===== src/rtl/memctrl_ext_if.sv =====
`default_nettype none
// ============================================================================
//  Module      : memctrl_ext_if
//  Description : AVR CPU data-bus bundle between the core (master) and the
//                memory controller (slave).
//  Revision    : 1.0 - initial release
// ============================================================================
interface memctrl_ext_if;
   logic [15:0] address;
   logic        rden;
   logic        wren;
   logic [7:0]  data_o;
   logic [7:0]  data_i;
   logic        cpu_ready;

   modport master (
      output address, rden, wren, data_o,
      input  data_i, cpu_ready
   );

   modport slave (
      input  address, rden, wren, data_o,
      output data_i, cpu_ready
   );
endinterface
`default_nettype wire


===== src/rtl/memctrl_ext.sv =====
`default_nettype none
// ============================================================================
//  Module      : memctrl_ext
//  Description : AVR data-bus router and I/O register file. A banked window
//                at the top of data space is routed to TEXT memory, dropped
//                (unmapped), or sent over a req/ack external channel that
//                stalls the CPU. Hosts bank, status and NPORTS port registers.
//                Optional external channel enabled by macro MEMCTRL_EXT_EN.
//  Revision    : 1.0 - initial release
// ============================================================================
module memctrl_ext #(
   parameter logic [15:0] WIN_BASE  = 16'hF000,
   parameter logic [15:0] BANK_ADDR = 16'h0020,
   parameter logic [15:0] STAT_ADDR = 16'h0021,
   parameter logic [15:0] PORT_BASE = 16'h002C,
   parameter int          NPORTS    = 2,
   parameter logic [7:0]  TEXT_LO   = 8'h02,
   parameter logic [7:0]  TEXT_HI   = 8'h03,
   parameter logic [7:0]  EXT_LO    = 8'h80,
   parameter int          TIMEOUT   = 64
) (
   input  wire logic              clock,
   input  wire logic              reset_n,
   memctrl_ext_if.slave           bus,
   output logic [7:0]             bank,
   input  wire logic [7:0]        data_o_sram,
   input  wire logic [7:0]        data_o_text,
   output logic                   data_w_sram,
   output logic                   data_w_text,
   output logic [8*NPORTS-1:0]    port_out,
   output logic                   ext_req,
   output logic                   ext_we,
   output logic [19:0]            ext_addr,
   output logic [7:0]             ext_wdata,
   input  wire logic [7:0]        ext_rdata,
   input  wire logic              ext_ack
);

   // ------------------------------------------------------------------------
   // Address decode
   // ------------------------------------------------------------------------
   logic                    w_in_win;
   logic                    w_is_text;
   logic                    w_bank_hit;
   logic                    w_stat_hit;
   logic                    w_reg_wr;
   logic [11:0]             w_offset;
   logic [NPORTS-1:0]       w_port_sel;
   logic [NPORTS-1:0][7:0]  w_port_term;
   logic [7:0]              w_port_rd;
   logic [7:0]              w_status;
   logic [7:0]              w_route_data;
   logic [7:0]              r_bank;

   assign w_in_win   = (bus.address >= WIN_BASE);
   assign w_is_text  = (r_bank >= TEXT_LO) && (r_bank <= TEXT_HI);
   assign w_bank_hit = (bus.address == BANK_ADDR);
   assign w_stat_hit = (bus.address == STAT_ADDR);
   // Only the low 12 bits of the window offset reach the external address.
   assign w_offset   = bus.address[11:0] - WIN_BASE[11:0];
   // Registers only update when the CPU is not being stalled.
   assign w_reg_wr   = bus.wren && bus.cpu_ready;
   assign bank       = r_bank;

   // Bank register
   always_ff @(posedge clock or negedge reset_n) begin
      if (!reset_n) begin
         r_bank <= 8'h00;
      end else if (w_reg_wr && w_bank_hit) begin
         r_bank <= bus.data_o;
      end
   end

   // ------------------------------------------------------------------------
   // Port registers
   // ------------------------------------------------------------------------
   for (genvar k = 0; k < NPORTS; k++) begin : g_port
      logic [7:0] r_port;

      assign w_port_sel[k]    = (bus.address == PORT_BASE + 16'(k));
      assign w_port_term[k]   = w_port_sel[k] ? r_port : 8'h00;
      assign port_out[8*k +: 8] = r_port;

      // Port register k, written through its own I/O address
      always_ff @(posedge clock or negedge reset_n) begin
         if (!reset_n) begin
            r_port <= 8'h00;
         end else if (w_reg_wr && w_port_sel[k]) begin
            r_port <= bus.data_o;
         end
      end
   end

   // Merge the one-hot port read terms into a single byte
   always_comb begin
      w_port_rd = 8'h00;
      for (int k = 0; k < NPORTS; k++) begin
         w_port_rd = w_port_rd | w_port_term[k];
      end
   end

   // Route read data and write strobes; ext banks fall to the 8'hFF default
   always_comb begin
      w_route_data = data_o_sram;
      data_w_sram  = bus.wren;
      data_w_text  = 1'b0;
      if (w_in_win) begin
         data_w_sram = 1'b0;
         if (w_is_text) begin
            data_w_text  = bus.wren;
            w_route_data = data_o_text;
         end else begin
            w_route_data = 8'hFF;
         end
      end else if (w_bank_hit) begin
         w_route_data = r_bank;
      end else if (w_stat_hit) begin
         w_route_data = w_status;
      end else if (|w_port_sel) begin
         w_route_data = w_port_rd;
      end
   end

`ifdef MEMCTRL_EXT_EN
   // ------------------------------------------------------------------------
   // External channel FSM
   // ------------------------------------------------------------------------
   localparam logic [1:0]    S_IDLE = 2'd0;
   localparam logic [1:0]    S_REQ  = 2'd1;
   localparam logic [1:0]    S_DONE = 2'd2;
   localparam int            CW     = $clog2(TIMEOUT);
   localparam logic [CW-1:0] C_LAST = CW'(TIMEOUT - 1);
   localparam logic [CW-1:0] C_ONE  = CW'(1);

   logic [1:0]    r_state;
   logic [1:0]    w_next;
   logic [CW-1:0] r_cnt;
   logic [7:0]    r_rdata;
   logic          r_err;
   logic          r_ext_req;
   logic          r_ext_we;
   logic [19:0]   r_ext_addr;
   logic [7:0]    r_ext_wdata;
   logic          w_ext_acc;
   logic          w_ack;
   logic          w_tmo;
   logic          w_busy;
   logic          w_err_clr;

   // Gated by reset so a held strobe cannot stall the CPU during reset.
   assign w_ext_acc = reset_n && w_in_win && (r_bank >= EXT_LO) &&
                      (bus.rden || bus.wren);
   assign w_ack     = (r_state == S_REQ) && ext_ack;
   // Ack takes priority over an expiring counter.
   assign w_tmo     = (r_state == S_REQ) && !ext_ack && (r_cnt == C_LAST);
   assign w_err_clr = w_reg_wr && w_stat_hit && bus.data_o[0];
   assign w_status  = {6'b000000, w_busy, r_err};

   assign ext_req   = r_ext_req;
   assign ext_we    = r_ext_we;
   assign ext_addr  = r_ext_addr;
   assign ext_wdata = r_ext_wdata;

   // FSM state register
   always_ff @(posedge clock or negedge reset_n) begin
      if (!reset_n) begin
         r_state <= S_IDLE;
      end else begin
         r_state <= w_next;
      end
   end

   // FSM next-state logic
   always_comb begin
      w_next = r_state;
      case (r_state)
         S_IDLE:  if (w_ext_acc) w_next = S_REQ;
         S_REQ:   if (w_ack || w_tmo) w_next = S_DONE;
         S_DONE:  w_next = S_IDLE;
         default: w_next = S_IDLE;
      endcase
   end

   // FSM outputs: stall while an ext access is pending, latched byte in DONE
   always_comb begin
      bus.cpu_ready = 1'b1;
      bus.data_i    = w_route_data;
      w_busy        = (r_state != S_IDLE);
      case (r_state)
         S_IDLE:  bus.cpu_ready = !w_ext_acc;
         S_REQ:   bus.cpu_ready = 1'b0;
         S_DONE:  bus.data_i    = r_rdata;
         default: bus.cpu_ready = 1'b1;
      endcase
   end

   // Transaction capture, request line, wait counter and returned byte
   always_ff @(posedge clock or negedge reset_n) begin
      if (!reset_n) begin
         r_ext_req   <= 1'b0;
         r_ext_we    <= 1'b0;
         r_ext_addr  <= 20'h00000;
         r_ext_wdata <= 8'h00;
         r_cnt       <= '0;
         r_rdata     <= 8'h00;
      end else if (r_state == S_IDLE) begin
         if (w_ext_acc) begin
            r_ext_req   <= 1'b1;
            r_ext_we    <= bus.wren;
            r_ext_addr  <= {r_bank, w_offset};
            r_ext_wdata <= bus.data_o;
            r_cnt       <= '0;
         end
      end else if (r_state == S_REQ) begin
         if (w_ack) begin
            r_ext_req <= 1'b0;
            r_rdata   <= ext_rdata;
         end else if (w_tmo) begin
            r_ext_req <= 1'b0;
            r_rdata   <= 8'hFF;
         end else begin
            r_cnt <= r_cnt + C_ONE;
         end
      end
   end

   // Sticky error: timeout sets it, write-1 to bit0 clears, set wins
   always_ff @(posedge clock or negedge reset_n) begin
      if (!reset_n) begin
         r_err <= 1'b0;
      end else if (w_tmo) begin
         r_err <= 1'b1;
      end else if (w_err_clr) begin
         r_err <= 1'b0;
      end
   end
`else
   // External channel absent: ext banks read 8'hFF and never stall.
   logic w_unused_ext;

   assign w_unused_ext  = ^{ext_rdata, ext_ack};
   assign w_status      = 8'h00;
   assign bus.cpu_ready = 1'b1;
   assign bus.data_i    = w_route_data;
   assign ext_req       = 1'b0;
   assign ext_we        = 1'b0;
   assign ext_addr      = 20'h00000;
   assign ext_wdata     = 8'h00;
`endif

endmodule
`default_nettype wire


===== src/flat_wrapper.sv =====
// flat-port wrapper written by rule: the top's interface ports become plain ports
module memctrl_ext_flat 
#(
   parameter logic [15:0] WIN_BASE  = 16'hF000,
   parameter logic [15:0] BANK_ADDR = 16'h0020,
   parameter logic [15:0] STAT_ADDR = 16'h0021,
   parameter logic [15:0] PORT_BASE = 16'h002C,
   parameter int          NPORTS    = 2,
   parameter logic [7:0]  TEXT_LO   = 8'h02,
   parameter logic [7:0]  TEXT_HI   = 8'h03,
   parameter logic [7:0]  EXT_LO    = 8'h80,
   parameter int          TIMEOUT   = 64
)
  (clock, reset_n, bank, data_o_sram, data_o_text, data_w_sram, data_w_text, port_out, ext_req, ext_we, ext_addr, ext_wdata, ext_rdata, ext_ack, bus_address, bus_rden, bus_wren, bus_data_o, bus_data_i, bus_cpu_ready);
  memctrl_ext_if bus_i ();
  input  wire logic clock;
  input  wire logic reset_n;
  output logic [7:0] bank;
  input  wire logic [7:0] data_o_sram;
  input  wire logic [7:0] data_o_text;
  output logic data_w_sram;
  output logic data_w_text;
  output logic [8*NPORTS-1:0] port_out;
  output logic ext_req;
  output logic ext_we;
  output logic [19:0] ext_addr;
  output logic [7:0] ext_wdata;
  input  wire logic [7:0] ext_rdata;
  input  wire logic ext_ack;
  input wire logic [$bits(bus_i.address)-1:0] bus_address;
  input wire logic [$bits(bus_i.rden)-1:0] bus_rden;
  input wire logic [$bits(bus_i.wren)-1:0] bus_wren;
  input wire logic [$bits(bus_i.data_o)-1:0] bus_data_o;
  output wire logic [$bits(bus_i.data_i)-1:0] bus_data_i;
  output wire logic [$bits(bus_i.cpu_ready)-1:0] bus_cpu_ready;
  assign bus_i.address = bus_address;
  assign bus_i.rden = bus_rden;
  assign bus_i.wren = bus_wren;
  assign bus_i.data_o = bus_data_o;
  assign bus_data_i = bus_i.data_i;
  assign bus_cpu_ready = bus_i.cpu_ready;
  memctrl_ext #(.WIN_BASE(WIN_BASE), .BANK_ADDR(BANK_ADDR), .STAT_ADDR(STAT_ADDR), .PORT_BASE(PORT_BASE), .NPORTS(NPORTS), .TEXT_LO(TEXT_LO), .TEXT_HI(TEXT_HI), .EXT_LO(EXT_LO), .TIMEOUT(TIMEOUT)) u_core (.clock(clock), .reset_n(reset_n), .bus(bus_i), .bank(bank), .data_o_sram(data_o_sram), .data_o_text(data_o_text), .data_w_sram(data_w_sram), .data_w_text(data_w_text), .port_out(port_out), .ext_req(ext_req), .ext_we(ext_we), .ext_addr(ext_addr), .ext_wdata(ext_wdata), .ext_rdata(ext_rdata), .ext_ack(ext_ack));
endmodule

===== config.mk =====
export PLATFORM = sky130hd
export DESIGN_NAME = memctrl_ext_flat
export DESIGN_NICKNAME = d
export VERILOG_FILES = /design/src/rtl/memctrl_ext_if.sv /design/src/rtl/memctrl_ext.sv /design/src/flat_wrapper.sv
export SDC_FILE = /design/constraint.sdc
export NUM_CORES = 1
export LEC_CHECK = 0
export CELL_PAD_IN_SITES_DETAIL_PLACEMENT = 1
export CELL_PAD_IN_SITES_GLOBAL_PLACEMENT = 1
export CORE_MARGIN = 2
export CORE_UTILIZATION = 27
export DETAILED_ROUTE_END_ITERATION = 16
export MAX_ROUTING_LAYER = met4
export PLACE_DENSITY_LB_ADDON = 0.12
export SLEW_MARGIN = 20
export SYNTH_ARGS = -nofsm -noshare
export SYNTH_HDL_FRONTEND = slang
export SYNTH_SLANG_ARGS = --single-unit
export TNS_END_PERCENT = 1

===== constraint.sdc =====
create_clock -name clock -period 4.3 [get_ports clock]
set_input_delay 0.43 -clock clock [delete_from_list [all_inputs] [get_ports clock]]
set_output_delay 0.43 -clock clock [all_outputs]
set_load 0.01 [all_outputs]

==> impl_metrics.yaml, run 1 <==
yosys:
  ys.flop_type: "dfrtp_1"
  synth-async-reset-ratio_pct: 100
  synthCells: 149
  yosys_register_bits: 24
  synth_seq_area_share_pct: 36.4
  syn_avg_cell_area_sq_um: 11.1
  synth.distinct_cells: 26
  synth_edf_count: 0
  synth_warnings: 0
  synth_area_sq_um: 1650
power:
  power.density_nw_per_um2: 213
  p_leak_uw: 0.00104
  ir_drop_mv: 0.130
setup_path:
  critPathKind: "input pin to output port"
  worst-path-stages: 6
  crit_slowest_cell: "or4_1"
  r2r_cells: 1
  worstPathRequired_ps: 3870
  rr_endpoint: "u_core.bank[6]"
  crit_path_max_incr_delay_ps: 800
  path_cells: "clkdlybuf4s50_1 -> or4_1 -> or4_1 -> o32ai_1 -> a21oi_1 -> clkdlybuf4s50_1"
  start_kind: "input pin"
  worstPathArrival_ps: 3250
  end_kind: "output port"
  r2r_slack_ps: 3480
  critPathTopFamily: "simple AND/OR/NAND/NOR gates"
  cp_max_fo: 10
  critPathBufInv: 2
  rr_startpoint: "u_core.bank[6]"
clock_network:
  post-cts-setup-buffer-count: 0
  clkLatencyLatePin_ps: 270
  cts-htree-levels: 1
  cts_resized: 0
  clock-sinks: 24
  cts-root-buf: "clkbuf_8"
  clkTransAtPathRegs_ps: 90
  postCtsHoldBufs: 0
  clockBufferDepth: 2
  cts_tree: "built"
  cts_buffers: 3
routing:
  avgRoutedWirePerCell_um: 16.7
  firstDrtPassIters: 4
  detail_route.wirelength_um: 5010
  vias_per_cell: 4.62
  maxUsedRoutingLayer: "met4"
  drc: 0
  dr_wl_met2_um: 2250
  first_iter_violations: 37
  ant_nets: 0
  num_vias: 1386
  wl_met3_um: 463
  met1Wirelength_um: 2250
final_layout:
  layout.area.seq_sq_um: 601
  antenna_cells: 0
  syn2layout_area_growth_pct: 47.9
  final_util_pct: 41.2
  multi_input_area_sq_um: 898
  n_fill_cell: 671
  fin_nets: 279
  drive_gt1_share_pct: 20.0
timing:
  skew_ps: 0
  fmaxAchievable_mhz: 272
  hold_slack_ps: 144
  setup_viol: 0
  fin_crit_sh_pct: 85.6
  rsz0062_at_grt: "no"
  hold_violations: 0
  relSlewSlack_pct: 43.2
  fin_crit_ps: 3680
  slew_viol_final: 0
  tns_ps: 0
  worst-slew-pin-transition_ps: 852
global_routing:
  grt_overflow: 0
  antenna_found_initial: 0
  grtUsageTotal_pct: 15.9
  grt_pass1_wl_um: 7790
  grt_max_degree: 25
  grt_pass1_vias: 1533
floorplanning:
  die-area_sq_um: 6750
  num_io_pins: 118
  rows: 28
  initial_core_util_pct: 27.9
  die_w_um: 82.2
  core_sq_um: 5920
  die_h_um: 82.2
status:
  status: "completed"
place:
  post-dp-hpwl_um: 3840
  gp_congestion: 0.791
  io_buffers: 76
hold_path:
  hold_path_class: "input pin to async pin"
flow_run:
  drv_cap: 0
==> per-stage QoR <==
stage               instance area (sq um)  total power [uW]  worst slack, ps  cells
finish                               2440               520              621    300
global route                         2440               549              448    300
CTS                                  2440               527              591    300
detailed placement                   2370               322              596    296
global placement                     2370               321              644    296
floorplan                            1760               282             1620    178
==> power by group <==
group / total, uW / internal [uW] / switching, uW
registers: 226 / 226 / 0.0687
logic: 91.7 / 49.0 / 42.6
clock network: 203 / 125 / 78.3
==> area by class of cell <==
cell class,count,area share (%)
clock inverter,1,1.23
timing repair buffer,78,31.6
sequential,24,24.6
multi-input combinational,118,36.8
tap,75,3.85
clock buffer,3,1.69
inverter,1,0.154
==> synth_stat cells (all sizes together) (2+ instances only) <==
library cell / number / area share (%)
nor2: 3 / 0.68
conb: 2 / 0.46
nand3: 3 / 0.91
o32ai: 8 / 4.2
or2: 2 / 0.76
mux2: 32 / 22
dfrtp: 24 / 36
a21oi: 9 / 2.7
nor2b: 8 / 3.0
clkbuf: 3 / 0.68
or4: 2 / 0.91
mux2i: 8 / 4.9
nor4: 4 / 3.7
buf: 32 / 15
==> layer usage <==
metal  vias up  track usage [%]
met5         -                -
met3         5             2.83
met2        84             25.5
met4         0             3.50
li1        637                -
met1       660             21.0
==> layout by cell type, fill, tap and decap left out, types with 2 or more instances in the layout <==
cell,n
nor2_1,3
o32ai_1,8
mux2i_1,8
or2_2,2
clkdlybuf4s50_1,75
buf_4,2
or4_1,2
nand3_1,3
nor2b_1,8
conb_1,31
mux2_2,32
nor4_4,2
clkbuf_8,3
a21oi_1,9
dfrtp_1,24
==> cell families (layout without fill, tap and decap cells) <==
group,after synthesis,count (layout),share of synthesized area [%]
compound gates,17,17,6.98
buf+inv,36,83,15.7
flops,24,24,36.4
mux,40,40,26.7
other cells,2,31,0.455
simple gates,30,30,13.7
==> worst max path at each step <==
stage / startpoint / to
floorplan: bus_address[15] / bus_data_i[0]
CTS: bus_address[15] / bus_data_i[5]
global placement: bus_address[15] / bus_data_i[5]
finish: bus_address[15] / bus_data_i[5]
global route: bus_address[15] / bus_data_i[3]
detailed placement: bus_address[15] / bus_data_i[5]
==> registers in the layout, summed over array words and instances (netlist names) <==
name                  cells
u_core.bank               8
u_core.g_port.r_port     16
(Power assumes the default switching activity.)
==> run 2: changes to the inputs <==
--- a/config.mk
+++ b/config.mk
@@ -8,7 +8,7 @@
 export CELL_PAD_IN_SITES_DETAIL_PLACEMENT = 1
 export CELL_PAD_IN_SITES_GLOBAL_PLACEMENT = 1
 export CORE_MARGIN = 2
-export CORE_UTILIZATION = 27
+export CORE_UTILIZATION = 25
 export DETAILED_ROUTE_END_ITERATION = 16
 export MAX_ROUTING_LAYER = met4
 export PLACE_DENSITY_LB_ADDON = 0.12
==> constraint.sdc (replaced) <==
create_clock -name clock -period 4 [get_ports clock]
set_input_delay 0.4 -clock clock [delete_from_list [all_inputs] [get_ports clock]]
set_output_delay 0.4 -clock clock [all_outputs]
set_load 0.01 [all_outputs]
==> impl_metrics.yaml, run 2 (same netlist as run 1, synthesis figures left out) <==
status:
  status: "completed"
clock_network:
  cts_buffers: 3
  cts_resized: 0
  cts-htree-levels: 1
  clock-sinks: 24
  cts-root-buf: "clkbuf_8"
  clockBufferDepth: 2
  clkTransAtPathRegs_ps: 80
  postCtsHoldBufs: 0
  clkLatencyLatePin_ps: 260
  post-cts-setup-buffer-count: 0
  cts_tree: "built"
routing:
  firstDrtPassIters: 4
  first_iter_violations: 32
  avgRoutedWirePerCell_um: 16.7
  met1Wirelength_um: 2280
  dr_wl_met2_um: 2460
  vias_per_cell: 4.55
  num_vias: 1379
  wl_met3_um: 304
  detail_route.wirelength_um: 5060
  ant_nets: 0
  maxUsedRoutingLayer: "met4"
  drc: 0
timing:
  skew_ps: 0
  tns_ps: 0
  rsz0062_at_grt: "no"
  fin_crit_ps: 3640
  slew_viol_final: 0
  fmaxAchievable_mhz: 275
  relSlewSlack_pct: 44.4
  fin_crit_sh_pct: 90.9
  hold_violations: 0
  worst-slew-pin-transition_ps: 835
  setup_viol: 0
place:
  post-dp-hpwl_um: 3920
  io_buffers: 76
  dpl.cell_count: 299
  place_area_sq_um: 2380
  gp_congestion: 0.805
power:
  power_frac_seq_pct: 43.9
  power.density_nw_per_um2: 226
  p_leak_uw: 0.00105
  p_int_uw: 429
  pwr-share-comb_pct: 17.9
  p_sw_share_pct: 22.4
  switchingPower_uw: 124
  p_clk_share_pct: 38.2
  ir_drop_mv: 0.143
final_layout:
  syn2layout_area_growth_pct: 48.5
  drive_gt1_share_pct: 20.4
  fin_cells: 303
  layout.area.seq_sq_um: 601
  final_area_sq_um: 2450
  n_fill_cell: 706
  mostFrequentLayoutCells: "75 x clkdlybuf4s50_1, 32 x mux2_2, 31 x conb_1"
  final_util_pct: 38.6
  regMostFlops: "u_core.g_port.r_port"
  antenna_cells: 0
  layout_commonest_cell: "clkdlybuf4s50_1"
  largest_reg_flops: 16
  fin_nets: 280
  multi_input_area_sq_um: 898
floorplanning:
  initial_core_util_pct: 26.0
  die_w_um: 85.2
  rows: 29
  num_io_pins: 118
  die_h_um: 85.2
  core_sq_um: 6350
  die-area_sq_um: 7260
global_routing:
  grt_max_degree: 25
  grt_pass1_vias: 1466
  grt_overflow: 0
  antenna_found_initial: 0
  grt_pass1_wl_um: 7850
  grtUsageTotal_pct: 14.1
setup_path:
  critPathKind: "input pin to output port"
  start_kind: "input pin"
  worstPathArrival_ps: 3240
  worstPathRequired_ps: 3600
  end_kind: "output port"
  cp_max_fo: 10
hold_path:
  hold_path_class: "input pin to async pin"
flow_run:
  drv_cap: 0
run 2: cell types whose count changed in the layout (fill, tap and decap cells not counted), sizes merged:
cell / before / now
buf: 3 / 4
run 2: through the flow:
step	total power [uW]	setup WS [ps]	hold slack, ps
floorplan	303	1380	104
global placement	346	352	512
detailed placement	347	329	524
CTS	561	331	544
global route	581	216	158
finish	552	364	110
run 2: power by group through the flow:
stage / sequential (uW) / combinational [uW] / clock (uW)
final: 243 / 99.1 / 211
after floorplan: 247 / 55.6 / 0
after CTS: 243 / 100 / 218
after global placement: 247 / 98.2 / 0
after detailed placement: 247 / 99.6 / 0
after global routing: 243 / 108 / 230
run 2: layer usage:
metal / vias up / GRT usage (%)
li1: 638 / -
met1: 670 / 18.9
met2: 69 / 23.1
met3: 2 / 1.85
met4: 0 / 2.60
met5: - / -
run 2: final cells by class:
type / instances / area share (%)
clock inverters: 1 / 1.23
repair buffers: 79 / 31.8
inverters: 1 / 0.153
flip-flops and latches: 24 / 24.5
well taps: 77 / 3.93
multi-input cells: 118 / 36.7
clock buffers: 3 / 1.69
run 2: worst max-delay path, stage by stage:
cell	delay (ps)
clkdlybuf4s50_1	420
or4_1	600
or4_1	830
o32ai_1	370
a21oi_1	80
clkdlybuf4s50_1	540
run 2: path summary, 6_finish.rpt:
kind / startpoint / endpoint / slack (ps) / depth (start not counted)
max: bus_address[15] / bus_data_i[5] / 360 / 6
min: reset_n / u_core.g_port[0].r_port[1] / 110 / 1
max reg2reg: u_core.bank[3] / u_core.bank[3] / 3190 / 1
min reg2reg: u_core.g_port[0].r_port[0] / u_core.g_port[0].r_port[0] / 540 / 1
max in group asynchronous: reset_n / u_core.g_port[0].r_port[4] / 3530 / 1
min in group clock: u_core.g_port[0].r_port[0] / u_core.g_port[0].r_port[0] / 540 / 1
==> run 3: changes to the inputs <==
--- a/config.mk
+++ b/config.mk
@@ -10,7 +10,6 @@
 export CORE_MARGIN = 2
 export CORE_UTILIZATION = 25
 export DETAILED_ROUTE_END_ITERATION = 16
-export MAX_ROUTING_LAYER = met4
 export PLACE_DENSITY_LB_ADDON = 0.12
 export SLEW_MARGIN = 20
 export SYNTH_ARGS = -nofsm -noshare
==> impl_metrics.yaml, run 3 (same netlist as run 1, synthesis figures left out) <==
timing:
  fmaxAchievable_mhz: 275
  rsz0062_at_grt: "no"
  relSlewSlack_pct: 43.1
  worst-slew-pin-transition_ps: 854
  fin_crit_sh_pct: 90.8
  tns_ps: 0
  hold_violations: 0
  setup_viol: 0
  skew_ps: 0
  slew_viol_final: 0
  fin_crit_ps: 3630
final_layout:
  fin_nets: 280
  layout_commonest_cell: "clkdlybuf4s50_1"
  antenna_cells: 0
  syn2layout_area_growth_pct: 48.5
  drive_gt1_share_pct: 20.4
  regMostFlops: "u_core.g_port.r_port"
  mostFrequentLayoutCells: "75 x clkdlybuf4s50_1, 32 x mux2_2, 31 x conb_1"
  final_area_sq_um: 2450
  largest_reg_flops: 16
clock_network:
  postCtsHoldBufs: 0
  cts-htree-levels: 1
  clkLatencyLatePin_ps: 260
  cts_resized: 0
  cts_tree: "built"
  cts-root-buf: "clkbuf_8"
  post-cts-setup-buffer-count: 0
  clock-sinks: 24
  clockBufferDepth: 2
  clkTransAtPathRegs_ps: 90
  cts_buffers: 3
flow_run:
  drv_cap: 0
place:
  post-dp-hpwl_um: 3920
  io_buffers: 76
  place_area_sq_um: 2380
  gp_congestion: 0.793
routing:
  drc: 0
  avgRoutedWirePerCell_um: 16.7
  detail_route.wirelength_um: 5060
  firstDrtPassIters: 4
  vias_per_cell: 4.56
  ant_nets: 0
  first_iter_violations: 24
  num_vias: 1382
setup_path:
  r2r_cells: 1
  worstPathRequired_ps: 3600
  critPathKind: "input pin to output port"
  start_kind: "input pin"
  end_kind: "output port"
  worstPathArrival_ps: 3230
  cp_max_fo: 10
floorplanning:
  die_h_um: 85.2
  num_io_pins: 118
  core_sq_um: 6350
  rows: 29
  initial_core_util_pct: 26.0
  die-area_sq_um: 7260
  die_w_um: 85.2
global_routing:
  grtUsageTotal_pct: 13.7
  grt_overflow: 0
  antenna_found_initial: 0
  grt_pass1_vias: 1462
  grt_max_degree: 25
  grt_pass1_wl_um: 7830
power:
  ir_drop_mv: 0.143
  p_leak_uw: 0.00105
  power.density_nw_per_um2: 227
  power_uw: 555
hold_path:
  hold_path_class: "input pin to async pin"
status:
  status: "completed"
-- run 3: report_power, final --
group	internal (uW)	switching (uW)
clock network	134	79.7
logic	52.7	46.5
registers	242	0.0768
total	429	126
-- run 3: final timing paths --
path	start	end	slack [ps]
worst min-delay path	reset_n	u_core.g_port[0].r_port[1]	110
worst max-delay path	bus_address[15]	bus_data_i[5]	370
min in group clock	u_core.g_port[0].r_port[0]	u_core.g_port[0].r_port[0]	540
worst min register to register	u_core.g_port[0].r_port[0]	u_core.g_port[0].r_port[0]	540
worst max register to register	u_core.bank[3]	u_core.bank[3]	3190
max in group asynchronous	reset_n	u_core.g_port[0].r_port[6]	3530
-- run 3: worst max-delay path: stages --
cell and delay [ps]:
clkdlybuf4s50_1 420, or4_1 600, or4_1 830, o32ai_1 370, a21oi_1 80, clkdlybuf4s50_1 540
-- run 3: per-layer routing --
layer / share of wire, % / vias up / wire (um) / global-route usage [%]
met5: 0 / - / 0 / 0
met4: 0.24 / 0 / 12 / 2.60
met3: 7.2 / 2 / 365 / 2.82
met2: 49 / 65 / 2470 / 23.1
met1: 44 / 675 / 2220 / 18.3
li1: - / 640 / - / -
-- run 3: cell type report --
type	instances	area (sq um)
Fill cell	706	3900
Inverter	1	3.75
Clock buffer	3	41.3
Multi-Input combinational cell	118	898
Sequential cell	24	601
Tap cell	77	96.3
Clock inverter	1	30.0
Timing Repair Buffer	79	778
-- run 3: stage by stage --
step	worst slack (ps)	util (%)	hold slack [ps]	instances
after floorplan	1380	-	104	178
after global placement	352	37.5	512	299
after detailed placement	329	37.5	524	299
after CTS	331	38.6	544	303
after global routing	216	38.6	160	303
final	366	38.6	105	303
